==> src/rtl/xgbe_tx_shaper.sv <==
// Router-to-MAC transmit shaper: passes frames through with no added latency,
// enforces an inter-frame gap, truncates over-long frames and keeps frame statistics.
module xgbe_tx_shaper #(
    parameter int DATA_WIDTH = 64,
    parameter int IFG_CYCLES = 1,
    parameter int MAX_BEATS  = 190,
    parameter int CNT_WIDTH  = 32
) (
    input  logic                    xgemac_clk_156,
    input  logic                    core_reset,
    input  logic                    enable,
    input  logic                    stats_clear,
    input  logic [DATA_WIDTH-1:0]   s_axis_tdata,
    input  logic [DATA_WIDTH/8-1:0] s_axis_tkeep,
    input  logic                    s_axis_tvalid,
    input  logic                    s_axis_tlast,
    output logic                    s_axis_tready,
    output logic [DATA_WIDTH-1:0]   m_axis_tdata,
    output logic [DATA_WIDTH/8-1:0] m_axis_tkeep,
    output logic                    m_axis_tvalid,
    output logic                    m_axis_tlast,
    output logic                    m_axis_tuser,
    input  logic                    m_axis_tready,
    output logic [CNT_WIDTH-1:0]    tx_frame_cnt,
    output logic [CNT_WIDTH-1:0]    tx_trunc_cnt
);

    localparam int BEAT_W = $clog2(MAX_BEATS + 1);
    localparam int GAP_W  = 4;
    localparam logic [BEAT_W-1:0]    BEAT_LAST = BEAT_W'(MAX_BEATS - 1);
    localparam logic [GAP_W-1:0]     GAP_LAST  = GAP_W'((IFG_CYCLES > 0) ? IFG_CYCLES - 1 : 0);
    localparam logic [CNT_WIDTH-1:0] CNT_MAX   = '1;

    typedef enum logic [1:0] {IDLE, FRAME, DROP, GAP} state_t;

    // With no gap configured, a frame end returns straight to IDLE.
    localparam state_t END_STATE = (IFG_CYCLES == 0) ? IDLE : GAP;

    state_t            state_reg, state_next;
    logic [BEAT_W-1:0] beat_cnt_reg, beat_cnt_next;
    logic [GAP_W-1:0]  gap_cnt_reg, gap_cnt_next;
    logic              pass_through;
    logic              at_limit;
    logic              xfer;
    logic [1:0]        cnt_inc;

    assign m_axis_tdata = s_axis_tdata;
    assign m_axis_tkeep = s_axis_tkeep;

    always_comb begin
        pass_through  = !core_reset && ((state_reg == IDLE && enable) || state_reg == FRAME);
        at_limit      = (state_reg == FRAME) && (beat_cnt_reg == BEAT_LAST) && !s_axis_tlast;
        s_axis_tready = 1'b0;
        m_axis_tvalid = 1'b0;
        m_axis_tlast  = 1'b0;
        m_axis_tuser  = 1'b0;
        if (pass_through) begin
            s_axis_tready = m_axis_tready;
            m_axis_tvalid = s_axis_tvalid;
            m_axis_tlast  = s_axis_tlast || at_limit;
            m_axis_tuser  = at_limit;
        end else if (!core_reset && state_reg == DROP) begin
            s_axis_tready = 1'b1;
        end
        xfer = pass_through && s_axis_tvalid && m_axis_tready;
    end

    always_comb begin
        state_next    = state_reg;
        beat_cnt_next = beat_cnt_reg;
        gap_cnt_next  = gap_cnt_reg;
        cnt_inc       = 2'b00;
        case (state_reg)
            IDLE: begin
                if (xfer) begin
                    beat_cnt_next = BEAT_W'(1);
                    if (s_axis_tlast) begin
                        state_next = END_STATE;
                        cnt_inc[0] = 1'b1;
                    end else begin
                        state_next = FRAME;
                    end
                end
            end
            FRAME: begin
                if (xfer) begin
                    beat_cnt_next = beat_cnt_reg + 1'b1;
                    if (s_axis_tlast) begin
                        state_next = END_STATE;
                        cnt_inc[0] = 1'b1;
                    end else if (at_limit) begin
                        state_next = DROP;
                        cnt_inc    = 2'b11;
                    end
                end
            end
            DROP: begin
                if (s_axis_tvalid && s_axis_tlast) begin
                    state_next = END_STATE;
                end
            end
            GAP: begin
                if (gap_cnt_reg == GAP_LAST) begin
                    state_next = IDLE;
                end else begin
                    gap_cnt_next = gap_cnt_reg + 1'b1;
                end
            end
            default: state_next = IDLE;
        endcase
        // Every entry into GAP starts a fresh idle count.
        if (state_next == GAP && state_reg != GAP) begin
            gap_cnt_next = '0;
        end
    end

    always_ff @(posedge xgemac_clk_156) begin
        if (core_reset) begin
            state_reg    <= IDLE;
            beat_cnt_reg <= '0;
            gap_cnt_reg  <= '0;
        end else begin
            state_reg    <= state_next;
            beat_cnt_reg <= beat_cnt_next;
            gap_cnt_reg  <= gap_cnt_next;
        end
    end

    // Index 0 counts completed frames, index 1 truncated frames; both saturate.
    genvar gi;
    generate
        for (gi = 0; gi < 2; gi++) begin : g_stat
            logic [CNT_WIDTH-1:0] cnt_reg;
            always_ff @(posedge xgemac_clk_156) begin
                if (core_reset || stats_clear) begin
                    cnt_reg <= '0;
                end else if (cnt_inc[gi] && cnt_reg != CNT_MAX) begin
                    cnt_reg <= cnt_reg + 1'b1;
                end
            end
        end
    endgenerate

    assign tx_frame_cnt = g_stat[0].cnt_reg;
    assign tx_trunc_cnt = g_stat[1].cnt_reg;

endmodule
==> config.mk <==
export PLATFORM = sky130hd
export DESIGN_NAME = xgbe_tx_shaper
export DESIGN_NICKNAME = d
export VERILOG_FILES = /design/src/rtl/xgbe_tx_shaper.sv
export SDC_FILE = /design/constraint.sdc
export NUM_CORES = 1
export LEC_CHECK = 0
export BUFFER_PORTS_ARGS = -buffer_cell sky130_fd_sc_hd__buf_2
export CAP_MARGIN = 15
export CORE_MARGIN = 2
export CORE_UTILIZATION = 48
export CTS_CLUSTER_SIZE = 24
export DETAILED_ROUTE_END_ITERATION = 8
export HOLD_SLACK_MARGIN = 0.15
export PLACE_DENSITY = 0.82
export SLEW_MARGIN = 40
export SYNTH_ARGS = -nofsm -noshare
export SYNTH_HDL_FRONTEND = slang
export SYNTH_SLANG_ARGS = --single-unit
==> constraint.sdc <==
create_clock -name xgemac_clk_156 -period 2.8 [get_ports xgemac_clk_156]
set_clock_uncertainty 0.2 [all_clocks]
set_input_delay 0.42 -clock xgemac_clk_156 [delete_from_list [all_inputs] [get_ports xgemac_clk_156]]
set_output_delay 0.42 -clock xgemac_clk_156 [all_outputs]
set_load 0.05 [all_outputs]
==> impl_metrics.tcl <==
set metrics [dict create \
    drive_above_1_share_pct 21.1 \
    setup_violations 0 \
    ys_types 52 \
    cts_sinks 78 \
    clockBufferDepth 2 \
    first_global_vias 4191 \
    path_class "reg -> out" \
    rows 36 \
    arrival_ps 2000 \
    drv_slew 0 \
    cp_top_family "flip-flops" \
    synth_area_mm2 0.00479 \
    ys.flop_type "dfxtp_1" \
    routed_wl_um 12100 \
    ys_seq_area_share_pct 32.6 \
    rsz0062_at_grt "no" \
    netlist_instances 592 \
    final_common_cell "dfxtp_1" \
    track_usage_pct 21.7 \
    wl_per_cell_um 16.6 \
    clk_pin_slew_ps 80 \
    syn_to_final_growth_pct 3.63 \
    grt_start_max_net_pins 31 \
    finalHoldViolations 0 \
    synth.avg_cell_area_um2 8.09 \
    fin_nets 674 \
    cp_max_fo 5 \
    async_flop_share_pct 0 \
    worstPathRequired_ps 2180 \
    p_leak_nw 1.72 \
    dieArea_mm2 0.0108 \
    clock.fmax_mhz 382 \
    dr.pass1.iters 5 \
    dp_hpwl_um 8480 \
    dieWidth_um 104 \
    clk_latency_ps 370 \
    fillers 936 \
    htreeDepth 3 \
    end_kind "primary output" \
    dieHeight_um 104 \
    numCtsBuffers 9 \
    antenna_left 0 \
    cts_root_buf "clkbuf_8" \
    antenna_found_initial 0 \
    post-route-period-util_pct 93.6 \
    synth_edf_count 0 \
    place_ws_ps 219 \
    cts_tree "done" \
    place_inst 711 \
    layout.cells.non_filler 726 \
    cp_slowest_cell "dfxtp_1" \
    grt_pass1_wl_um 19700 \
    finalSetupTns_ps 0 \
    maxCapViolCount 0 \
    port_buffers 74 \
    relSlewSlack_pct 55.2 \
    status "completed" \
    ys_warn_count 0 \
    crit_path_cell_trace "ha_1 -> nand4b_4 -> o31ai_4 -> and2_2 -> buf_2" \
    period_minus_slack_ps 2620 \
    drcViolationCount 0 \
    start_util_pct 49.2 \
    ys_ff_latch 78 \
    max_stage_delay_ps 410 \
    viasPerCell 6.29 \
    gp_congestion 0.886 \
    startpoint_type "register" \
    critPathBufInv 1 \
    vias 4566 \
    timing.final.ws_setup_ps 179 \
    worst_pin_slew_ps 664 \
    core_area_mm2 0.00973 \
    io_pins 219 \
    power_density_mw_per_mm2 429 \
    hold_path_class "in -> reg" \
    grt_overflow 0 \
    final_cell_mix "78 x dfxtp_1, 74 x buf_2, 58 x a21oi_1" \
    n_antenna_cell 0 \
    first_iter_violations 238 \
    vdd_drop_max_mv 0.224 \
    syn_nets 677 \
]
-- final timing paths --
check / start / end / slack (ps) / cells past startpoint
setup / recovery: beat_cnt_reg[0]$_SDFFE_PP0P_ / m_axis_tlast / 180 / 5
setup reg to reg: beat_cnt_reg[0]$_SDFFE_PP0P_ / tx_frame_cnt[12]$_SDFFE_PP0P_ / 200 / 7
hold reg to reg: tx_trunc_cnt[22]$_SDFFE_PP0P_ / tx_trunc_cnt[22]$_SDFFE_PP0P_ / 300 / 2
hold / removal: stats_clear / tx_trunc_cnt[17]$_SDFFE_PP0P_ / 200 / 3
-- through the flow --
stage | cell area [um^2] | total power [mW] | hold slack (ps) | utilization, %
6_report | 4960 | 2.13 | 197 | 51.0
5_1_grt | 4960 | 2.19 | 222 | 51.0
4_1_cts | 4960 | 2.14 | 180 | 50.9
3_5_place_dp | 4740 | 1.22 | 279 | 48.8
3_3_place_gp | 4740 | 1.22 | 272 | 48.8
2_1_floorplan | 4790 | 1.47 | 285 | -
-- Yosys cell counts (2+ instances only) --
cell      number  share of area (%)
o21ai_0       18                1.9
buf_4         74                 12
o211ai_1       3               0.47
or4_1         35                5.5
a31oi_1        2               0.26
o31a_1         3               0.55
nand4b_1       3               0.55
buf_2         13                1.4
nor2_1        29                2.3
a21oi_1       58                6.1
a31o_2         4               0.73
and2_1         3               0.39
nor4_1        11                1.4
and4_1         8                1.5
mux2i_1        5                1.0
xnor2_1        6                1.1
inv_1         14                1.1
and3_1        11                1.4
or2_2          2               0.26
buf_6          2               0.47
nor3_1        12                1.3
ha_1           6                1.6
xor2_1         2               0.37
o21a_1         5               0.78
o31ai_1       33                5.2
o41ai_1        2               0.37
nand3_1       31                3.2
buf_1          2               0.16
a21o_1         2               0.31
or3_1         18                2.4
dfxtp_1       78                 33
nand4_1       29                3.8
clkbuf_1      12               0.94
nand2_1       38                3.0
-- cell families after synthesis --
logic type / share of synthesized area, %
adders and majority gates: 1.57
buffers and inverters: 15.7
xor gates and xnor gates: 1.46
AOI/OAI and AO/OA: 18.0
muxes: 1.05
DFF: 32.6
and+or+nand+nor: 29.6
-- worst min-delay path, cell delays in order --
cell and delay (ps):
buf_2 120, or3_1 110, mux2i_1 60
-- area by class of cell --
class | instances | area [um^2] | area share [%]
Clock buffer | 9 | 124 | 2.50
Clock inverter | 6 | 87.6 | 1.77
Inverter | 14 | 52.6 | 1.06
Multi-Input combinational cell | 396 | 2480 | 50.0
Sequential cell | 78 | 1560 | 31.5
Tap cell | 133 | 166 | 3.35
Timing Repair Buffer | 90 | 490 | 9.88
-- power breakdown --
part	internal, mW	switching (mW)
registers	1.11	0.00474
clock network	0.495	0.437
logic	0.0230	0.0574
total	1.63	0.499
-- per-layer routing --
metal	routed length, um	track usage [%]	vias up
li1	-	-	2142
met1	5040	26.4	2171
met2	5800	36.6	222
met3	845	3.51	31
met4	387	11.9	0
met5	0	0	-
-- repair_timing --
action	in CTS	in global routing
hold buffers	0	0
gates resized for setup	0	1
buffers inserted	0	0
setup endpoints to repair	0	1
Power figures use the tool's default switching activity.
